**config.mk**
```make
export PLATFORM = sky130hd
export DESIGN_NAME = nand_reg_unit
export DESIGN_NICKNAME = d
export VERILOG_FILES = /design/src/rtl/nand_reg_unit.sv
export SDC_FILE = /design/constraint.sdc
export NUM_CORES = 1
export LEC_CHECK = 0
export CAP_MARGIN = 25
export CORE_MARGIN = 4
export CORE_UTILIZATION = 44
export CTS_BUF_LIST = sky130_fd_sc_hd__clkbuf_8
export DETAILED_ROUTE_END_ITERATION = 8
export PLACE_DENSITY_LB_ADDON = 0.12
export RECOVER_POWER = 100
export SETUP_SLACK_MARGIN = 0.4
export SLEW_MARGIN = 20
export SYNTH_ARGS = -nofsm -noshare
export SYNTH_HDL_FRONTEND = slang
export SYNTH_SLANG_ARGS = --single-unit
```
**constraint.sdc**
```tcl
create_clock -name clk -period 2.94 [get_ports clk]
set_clock_uncertainty 0.15 [all_clocks]
set_input_delay 0.294 -clock clk [delete_from_list [all_inputs] [get_ports clk]]
set_output_delay 0.294 -clock clk [all_outputs]
set_load 0.005 [all_outputs]
```
**src/rtl/nand_reg_unit.sv**
```systemverilog
// WIDTH-bit hold/load/shift/increment register whose next-state, carry and
// mode-select logic is composed entirely of nand2 cells.

module nand2_cell (
  input  logic i_a,
  input  logic i_b,
  output logic o_y
);
  assign o_y = ~(i_a & i_b);
endmodule

// Half adder: XOR from 4 nand2, AND from 2 nand2 (kept separate, not shared).
module nand_half_adder (
  input  logic i_a,
  input  logic i_b,
  output logic o_sum,
  output logic o_carry
);
  logic w_t, w_u, w_v, w_n;

  nand2_cell u_x0 (.i_a(i_a), .i_b(i_b), .o_y(w_t));
  nand2_cell u_x1 (.i_a(i_a), .i_b(w_t), .o_y(w_u));
  nand2_cell u_x2 (.i_a(i_b), .i_b(w_t), .o_y(w_v));
  nand2_cell u_x3 (.i_a(w_u), .i_b(w_v), .o_y(o_sum));

  nand2_cell u_a0 (.i_a(i_a), .i_b(i_b), .o_y(w_n));
  nand2_cell u_a1 (.i_a(w_n), .i_b(w_n), .o_y(o_carry));
endmodule

// 4:1 select tree: s0 picks within {hold,load} and {shift,incr}, s1 picks the pair.
module nand_mux4 (
  input  logic i_s0,
  input  logic i_ns0,
  input  logic i_s1,
  input  logic i_ns1,
  input  logic i_d0,
  input  logic i_d1,
  input  logic i_d2,
  input  logic i_d3,
  output logic o_y
);
  logic w_a0, w_a1, w_lo, w_b0, w_b1, w_hi, w_c0, w_c1;

  nand2_cell u_l0 (.i_a(i_d0), .i_b(i_ns0), .o_y(w_a0));
  nand2_cell u_l1 (.i_a(i_d1), .i_b(i_s0),  .o_y(w_a1));
  nand2_cell u_l2 (.i_a(w_a0), .i_b(w_a1),  .o_y(w_lo));

  nand2_cell u_h0 (.i_a(i_d2), .i_b(i_ns0), .o_y(w_b0));
  nand2_cell u_h1 (.i_a(i_d3), .i_b(i_s0),  .o_y(w_b1));
  nand2_cell u_h2 (.i_a(w_b0), .i_b(w_b1),  .o_y(w_hi));

  nand2_cell u_o0 (.i_a(w_lo), .i_b(i_ns1), .o_y(w_c0));
  nand2_cell u_o1 (.i_a(w_hi), .i_b(i_s1),  .o_y(w_c1));
  nand2_cell u_o2 (.i_a(w_c0), .i_b(w_c1),  .o_y(o_y));
endmodule

module nand_reg_unit #(
  parameter int WIDTH = 8
) (
  input  logic             clk,
  input  logic             rst_n,
  input  logic             en,
  input  logic [1:0]       mode,
  input  logic [WIDTH-1:0] d,
  input  logic             ser_in,
  output logic [WIDTH-1:0] q,
  output logic             ser_out,
  output logic             carry_out
);
  logic [WIDTH-1:0] r_q;
  logic             r_carry;

  logic             w_ns0_g, w_ns1_g, w_s0, w_s1, w_ns0, w_ns1;
  logic [WIDTH:0]   w_c;
  logic [WIDTH-1:0] w_inc;
  logic [WIDTH-1:0] w_shl;
  logic [WIDTH-1:0] w_next;
  logic             w_carry_next;

  // Shared mode decode; gating with en turns every mode into hold (selects 00).
  nand2_cell u_g0 (.i_a(mode[0]), .i_b(en),      .o_y(w_ns0_g));
  nand2_cell u_g1 (.i_a(mode[1]), .i_b(en),      .o_y(w_ns1_g));
  nand2_cell u_g2 (.i_a(w_ns0_g), .i_b(w_ns0_g), .o_y(w_s0));
  nand2_cell u_g3 (.i_a(w_ns1_g), .i_b(w_ns1_g), .o_y(w_s1));
  nand2_cell u_g4 (.i_a(w_s0),    .i_b(w_s0),    .o_y(w_ns0));
  nand2_cell u_g5 (.i_a(w_s1),    .i_b(w_s1),    .o_y(w_ns1));

  assign w_c[0]   = 1'b1;
  assign w_shl[0] = ser_in;

  genvar gi;
  generate
    for (gi = 0; gi < WIDTH; gi++) begin : g_bit
      nand_half_adder u_ha (
        .i_a     (r_q[gi]),
        .i_b     (w_c[gi]),
        .o_sum   (w_inc[gi]),
        .o_carry (w_c[gi+1])
      );
      if (gi > 0) begin : g_shl
        assign w_shl[gi] = r_q[gi-1];
      end
      nand_mux4 u_mux (
        .i_s0  (w_s0),
        .i_ns0 (w_ns0),
        .i_s1  (w_s1),
        .i_ns1 (w_ns1),
        .i_d0  (r_q[gi]),
        .i_d1  (d[gi]),
        .i_d2  (w_shl[gi]),
        .i_d3  (w_inc[gi]),
        .o_y   (w_next[gi])
      );
    end
  endgenerate

  // Carry source: shifted-out MSB in shift, ripple carry-out (wrap) in increment.
  nand_mux4 u_cmux (
    .i_s0  (w_s0),
    .i_ns0 (w_ns0),
    .i_s1  (w_s1),
    .i_ns1 (w_ns1),
    .i_d0  (1'b0),
    .i_d1  (1'b0),
    .i_d2  (r_q[WIDTH-1]),
    .i_d3  (w_c[WIDTH]),
    .o_y   (w_carry_next)
  );

  always_ff @(posedge clk) begin
    if (!rst_n) begin
      r_q     <= '0;
      r_carry <= 1'b0;
    end else begin
      r_q     <= w_next;
      r_carry <= w_carry_next;
    end
  end

  assign q         = r_q;
  assign ser_out   = r_q[WIDTH-1];
  assign carry_out = r_carry;
endmodule

```
==> impl_summary.log <==
INFO  metric status = finished clean
INFO  metric postSynthNetCount = 85
INFO  metric fill_cells = 129
INFO  metric worst_setup_path_start_kind = flip-flop
INFO  metric drt_drc_violations_left = 0
INFO  metric core_region_area = 0.00133 mm2
INFO  metric chipWidth = 46.0 um
INFO  metric top_level_ports = 24
INFO  metric number_of_global_route_vias_before_repair = 510
INFO  metric cpMaxStageDelayCell = dfxtp_1
INFO  metric fin_setup_tns = 0 ns
INFO  metric rsz0062_at_grt = no
INFO  metric fp.dieH = 46.0 um
INFO  metric syn_area = 637 um2
INFO  metric clk_path_buf_depth = 2
INFO  metric track_usage = 0.138
INFO  metric grt.overflow.total = 0
INFO  metric reg2regPathDepth = 10
INFO  metric hpwlAfterDp = 944 um
INFO  metric flow.area_growth_from_synthesis = 31.4%
INFO  metric report.final.slew_viol_count = 0
INFO  metric setup.worst_path.end_class = flip-flop
INFO  metric clock_pin_slew_on_the_worst_setup_and_hold_paths = 0.05 ns
INFO  metric synthCells = 64
INFO  metric yosysSeqAreaShare = 0.283
INFO  metric setup-violations-final = 0
INFO  metric slowest_delay = 0.36 ns
INFO  metric finalNetCount = 102
INFO  metric post_drt_via_cell_ratio = 5.53
INFO  metric timing_hold_violations_final = 0
INFO  metric multi_input_area = 352 um2
INFO  metric tritoncts = yes
INFO  metric cts_hold_buf = 0
INFO  metric min_path_type = reg -> reg
INFO  metric worstSetupPathType = reg -> reg
INFO  metric count_of_distinct_cell_types_in_the_synthesized_netlist = 19
INFO  metric final_core_util = 0.628
INFO  metric cp.buffers_inverters = 0
INFO  metric cts-root-buf = clkbuf_8
INFO  metric power.density_cell_area = 401 mW/mm2
INFO  metric post_cts.resized_instances = 0
INFO  metric gp_congestion = 0.724
INFO  metric cts_made_buffers = 3
INFO  metric num_rows = 13
INFO  metric tmin_final = 2.44 ns
INFO  metric crit_cells = 10
INFO  metric antenna_violations_before_repair = 0
INFO  metric path_max_fanout = 7
INFO  metric drt_iter0_markers = 6
INFO  metric number_of_enable_flip_flop_cells_after_synthesis = 0
INFO  metric grt_max_degree = 15
INFO  metric ant_diodes = 0
INFO  metric insertion_delay = 0.23 ns
INFO  metric drive_above_1_share = 0.0625
INFO  metric synth-seq-cells = 9
INFO  metric drt_pass1_iterations = 3
INFO  metric critPathRequiredTime = 2.91 ns
INFO  metric timing.final.crit_share = 0.829
INFO  metric vias = 525
INFO  metric route.detailed.wl_per_inst = 13.0 um
INFO  metric report.power.total = 335 uW
INFO  metric drv.max_cap_violation_count = 0
INFO  metric vdd.ir_drop.worst = 0.000224 V
INFO  metric hold_path_depth = 2
INFO  metric floorplan.initialDensity = 0.477
INFO  metric cts.sink_count = 9
INFO  metric regArea = 180 um2
INFO  metric ant_nets = 0
INFO  metric ys.flop_type = dfxtp_1
INFO  metric max_slew.worst_pin.slew = 0.634 ns
INFO  metric timing.critical_path.cells = ha_1 -> ha_1 -> ha_1 -> ha_1 -> ha_1 -> ha_1 -> ha_1 -> mux2i_1 -> nor2_1 -> a221o_1
INFO  metric htree_num_levels = 1
INFO  metric worst_slew_margin = 0.576
INFO  metric critPathTopFamily = adder cells
INFO  metric synth.yosys.warnings = 0
INFO  metric path_common_cell = ha_1
INFO  metric buffer_ports.inserted = 23
INFO  metric grt_first_pass_wirelength = 2.08 mm
INFO  metric synth-async-reset-ratio = 0
INFO  metric max_clock_freq = 0.410 GHz
INFO  metric worst_ep_arrival_time = 2.40 ns
INFO  metric syn_area_per_cell = 9.95 um2
INFO  metric total_detailed_routing_wirelength = 1.24 mm
INFO  metric total_leakage_power = 0.412 nW
INFO  metric die_area = 0.00212 mm2
INFO  metric cts_setup_buffers = 0
## worst reg2reg max path, cell delays in order (launching register included)
cell and delay, ns:
dfxtp_1 0.36, ha_1 0.22, ha_1 0.18, ha_1 0.18, ha_1 0.18, ha_1 0.18, ha_1 0.18, ha_1 0.27
mux2i_1 0.13, nor2_1 0.06, a221o_1 0.26
## cells by family (layout without fill, tap and decap cells)
family,after synthesis,in the layout,synth area share
adders and majority gates,7,7,0.138
and+or+nand+nor,12,12,0.0923
muxes,8,8,0.126
DFF,9,9,0.283
buffers and inverters,14,30,0.165
AOI/OAI and AO/OA,14,14,0.196
## cell type report
type	count	share of cell area
clock buffer	3	0.0493
clock inverter	1	0.00448
inverter	3	0.0135
multi-input combinational	41	0.420
sequential	9	0.215
tap	15	0.0224
timing repair buffer	23	0.275
## power breakdown
| group | internal [mW] | switching (mW) | total (mW) |
|---|---|---|---|
| Combinational | 0.0380 | 0.0220 | 0.0600 |
| Sequential | 0.128 | 0.00640 | 0.134 |
| Clock | 0.0911 | 0.0500 | 0.141 |
## synthesized netlist by cell type, types with 2 or more instances
cell	count	area [um2]
a21o_2	2	17.5
mux2i_1	8	80.1
inv_1	3	11.3
dfxtp_1	9	180
nor2_1	8	30.0
buf_6	3	33.8
a221o_1	6	60.1
ha_1	7	87.6
buf_4	8	60.1
## placed cells by master (no fill, tap or decap), types with 2 or more instances in the layout
| cell type | netlist | layout |
|---|---|---|
| dfxtp_1 | 9 | 9 |
| a21o_2 | 2 | 2 |
| dlygate4sd3_1 | 0 | 10 |
| ha_1 | 7 | 7 |
| clkbuf_8 | 0 | 3 |
| a221o_1 | 6 | 6 |
| clkdlybuf4s50_1 | 0 | 13 |
| inv_1 | 3 | 4 |
| nor2_1 | 8 | 8 |
| mux2i_1 | 8 | 8 |
## worst paths after layout
check,end,slack (ns)
setup / recovery,flip-flop,0.50
hold / removal,flip-flop,0.35
setup reg to reg,flip-flop,0.50
hold reg to reg,flip-flop,0.35
## metrics by stage
step                      area, um2  hold WS [ns]  setup slack (ns)  cells
after floorplan                 637         0.248             0.607     64
after global placement          792         0.348             0.533     91
after detailed placement        792         0.348             0.500     91
after CTS                       837         0.357             0.483     95
after global routing            837         0.373             0.353     95
final                           837         0.349             0.502     95
## layer usage
| metal | global-route usage | part of all wire | wire (um) | vias to the layer above |
|---|---|---|---|---|
| li1 | - | - | - | 265 |
| met1 | 0.148 | 0.44 | 542 | 243 |
| met2 | 0.242 | 0.47 | 583 | 15 |
| met3 | 0.0395 | 0.079 | 98 | 2 |
| met4 | 0.0682 | 0.0089 | 11 | 0 |
| met5 | 0 | 0 | 0 | - |
No activity file was read; power rests on OpenSTA's default activity.
==> patch, RTL diff (same settings) <==
Take the reset off `r_q` and load it in a clocked block of its own.
--- a/src/rtl/nand_reg_unit.sv
+++ b/src/rtl/nand_reg_unit.sv
@@ -130,10 +130,12 @@
   always_ff @(posedge clk) begin
     if (!rst_n) begin
-      r_q     <= '0;
       r_carry <= 1'b0;
     end else begin
-      r_q     <= w_next;
       r_carry <= w_carry_next;
     end
+  end
+
+  always_ff @(posedge clk) begin
+    r_q <= w_next;
   end
 
Check against the original RTL: not equivalent (a bounded check fails within 4 cycles, from zero or initial values and one cycle with rst_n low).
==> patch against the unedited design <==
Design area up 6.7%; power grew 9.5%; largest cell class unchanged; non-clock buffer count increased by 3; die area rose by 6.0%; fmax grew 0.14%; synthesized area grew 7.3%; worst setup slack improved by 0.0035 ns; sequential cell count did not move; routed wire length is 5.7% higher.
==> patch: results <==
[placed_design]
gp_congestion = 0.751
dp_hpwl_um = 979
port_buffers = 23

[global_routing]
grt_pass1_wl_mm = 2.02
grt_max_degree = 16
grtUsageTotal_pct = 13.0
grt_pass1_vias = 475

[hold_path]
min_from = rst_n
worstHoldPathType = input pin to register
hold_end = carry_out$_SDFF_PN0_

[setup_path]
cp.arrival_ns = 2.25
cp_top_family = adder cells
reg2reg_depth = 9
critPathMaxStageDelay_ns = 0.41
reg2reg_setup_slack_ns = 0.51
critPathMaxFanout = 3
slowest_stage = edfxtp_1

[synth]
synthesis.nets = 80
async_reset_ff_share_pct = 0
synth_warnings = 0
ys_top_cells_by_count = buf_4 (8), edfxtp_1 (8), mux2i_1 (8), ha_1 (7)
synth_edf_count = 8
yosysSeqAreaShare_pct = 38.1
synth_area_leaders = edfxtp_1 (35%), ha_1 (13%), mux2i_1 (12%)
synth-main-ff-cell = edfxtp_1

[power]
ir_drop_v = 0.000368
p_leak_nw = 0.384

[clock_network]
clockRootBuffer = clkbuf_8
clkTransAtPathRegs_ns = 0.04

[cells_and_area]
n_fill_cell = 109
n_antenna_cell = 0
drive_above_1_share_pct = 14.1
nets = 100

[sta]
worst_pin_slew_ns = 0.891
fin_hold_ws_ns = 0.508

[route]
via_per_inst = 5.48
drt_wl_total_mm = 1.31
firstDrtPassIters = 4
drtIter0Drc = 13

[outcome]
outcome = finished, final reports clean
-- patch: changes by cell type in the layout (fill, tap and decap cells not counted), sizes merged, moves of 2 or more --
cell | before | now
o22ai | 0 | 4
a221o | 6 | 0
edfxtp | 0 | 8
dlygate4sd3 | 10 | 12
buf | 0 | 2
a21oi | 0 | 3
clkdlybuf4s50 | 13 | 11
dfxtp | 9 | 1
nor2 | 8 | 3
nand2 | 0 | 5
a21o | 3 | 0
a211oi | 0 | 3
inv | 4 | 2
-- patch: layer usage --
| layer | wire (µm) | vias up | GRT usage [%] |
|---|---|---|---|
| met5 | 0 | - | 0 |
| met4 | 10 | 0 | 6.63 |
| met3 | 100 | 2 | 2.30 |
| met2 | 637 | 23 | 19.8 |
| met1 | 558 | 236 | 17.4 |
| li1 | - | 249 | - |
-- patch: worst max-delay path by stage --
stage               startpoint  endpoint  depth (start not counted)
floorplan             register  register                          9
global placement      register  register                          9
detailed placement    register  register                          9
CTS                   register  register                          9
global route          register  register                          9
finish                register  register                          9
-- patch: final cells by class --
type | count | area, µm² | area share, %
multi-input combinational | 38 | 317 | 35.4
sequential | 9 | 260 | 29.1
timing repair buffer | 26 | 249 | 27.9
clock buffer | 3 | 41.3 | 4.62
tap | 15 | 18.8 | 2.10
clock inverter | 1 | 3.75 | 0.420
inverter | 1 | 3.75 | 0.420
-- patch: power by group --
part | internal (mW) | switching, mW | total [mW] | leakage (nW)
clock network | 0.0908 | 0.0467 | 0.137 | 0.0269
logic | 0.0432 | 0.0313 | 0.0745 | 0.269
registers | 0.150 | 0.00553 | 0.155 | 0.0875
total | 0.284 | 0.0835 | 0.367 | 0.384
-- patch: logic make-up (layout without fill, tap and decap cells) --
family                   count (synthesis)  in the layout  share of synthesized area [%]
multiplexers                             8              8                           11.7
buffers and inverters                   12             31                           15.6
flip-flops                               9              9                           38.1
AO/OA/AOI/OAI                           11             11                           12.6
AND/OR/NAND/NOR                         12             12                           9.16
adder cells (fa/ha/maj)                  7              7                           12.8
-- patch: timing repair --
action	in CTS	in global routing
buffers inserted	0	2
endpoints found under the setup margin	0	1
gates resized for setup	0	1
hold endpoints to repair	0	0
hold buffers	0	0
-- patch: metrics by stage --
step	cell area [µm²]	setup slack [ns]	utilization (%)	cells
after floorplan	683	0.614	-	59
after global placement	837	0.466	60.5	87
after detailed placement	837	0.463	60.5	87
after CTS	882	0.469	63.8	91
after global routing	893	0.381	64.6	93
final	893	0.505	64.6	93
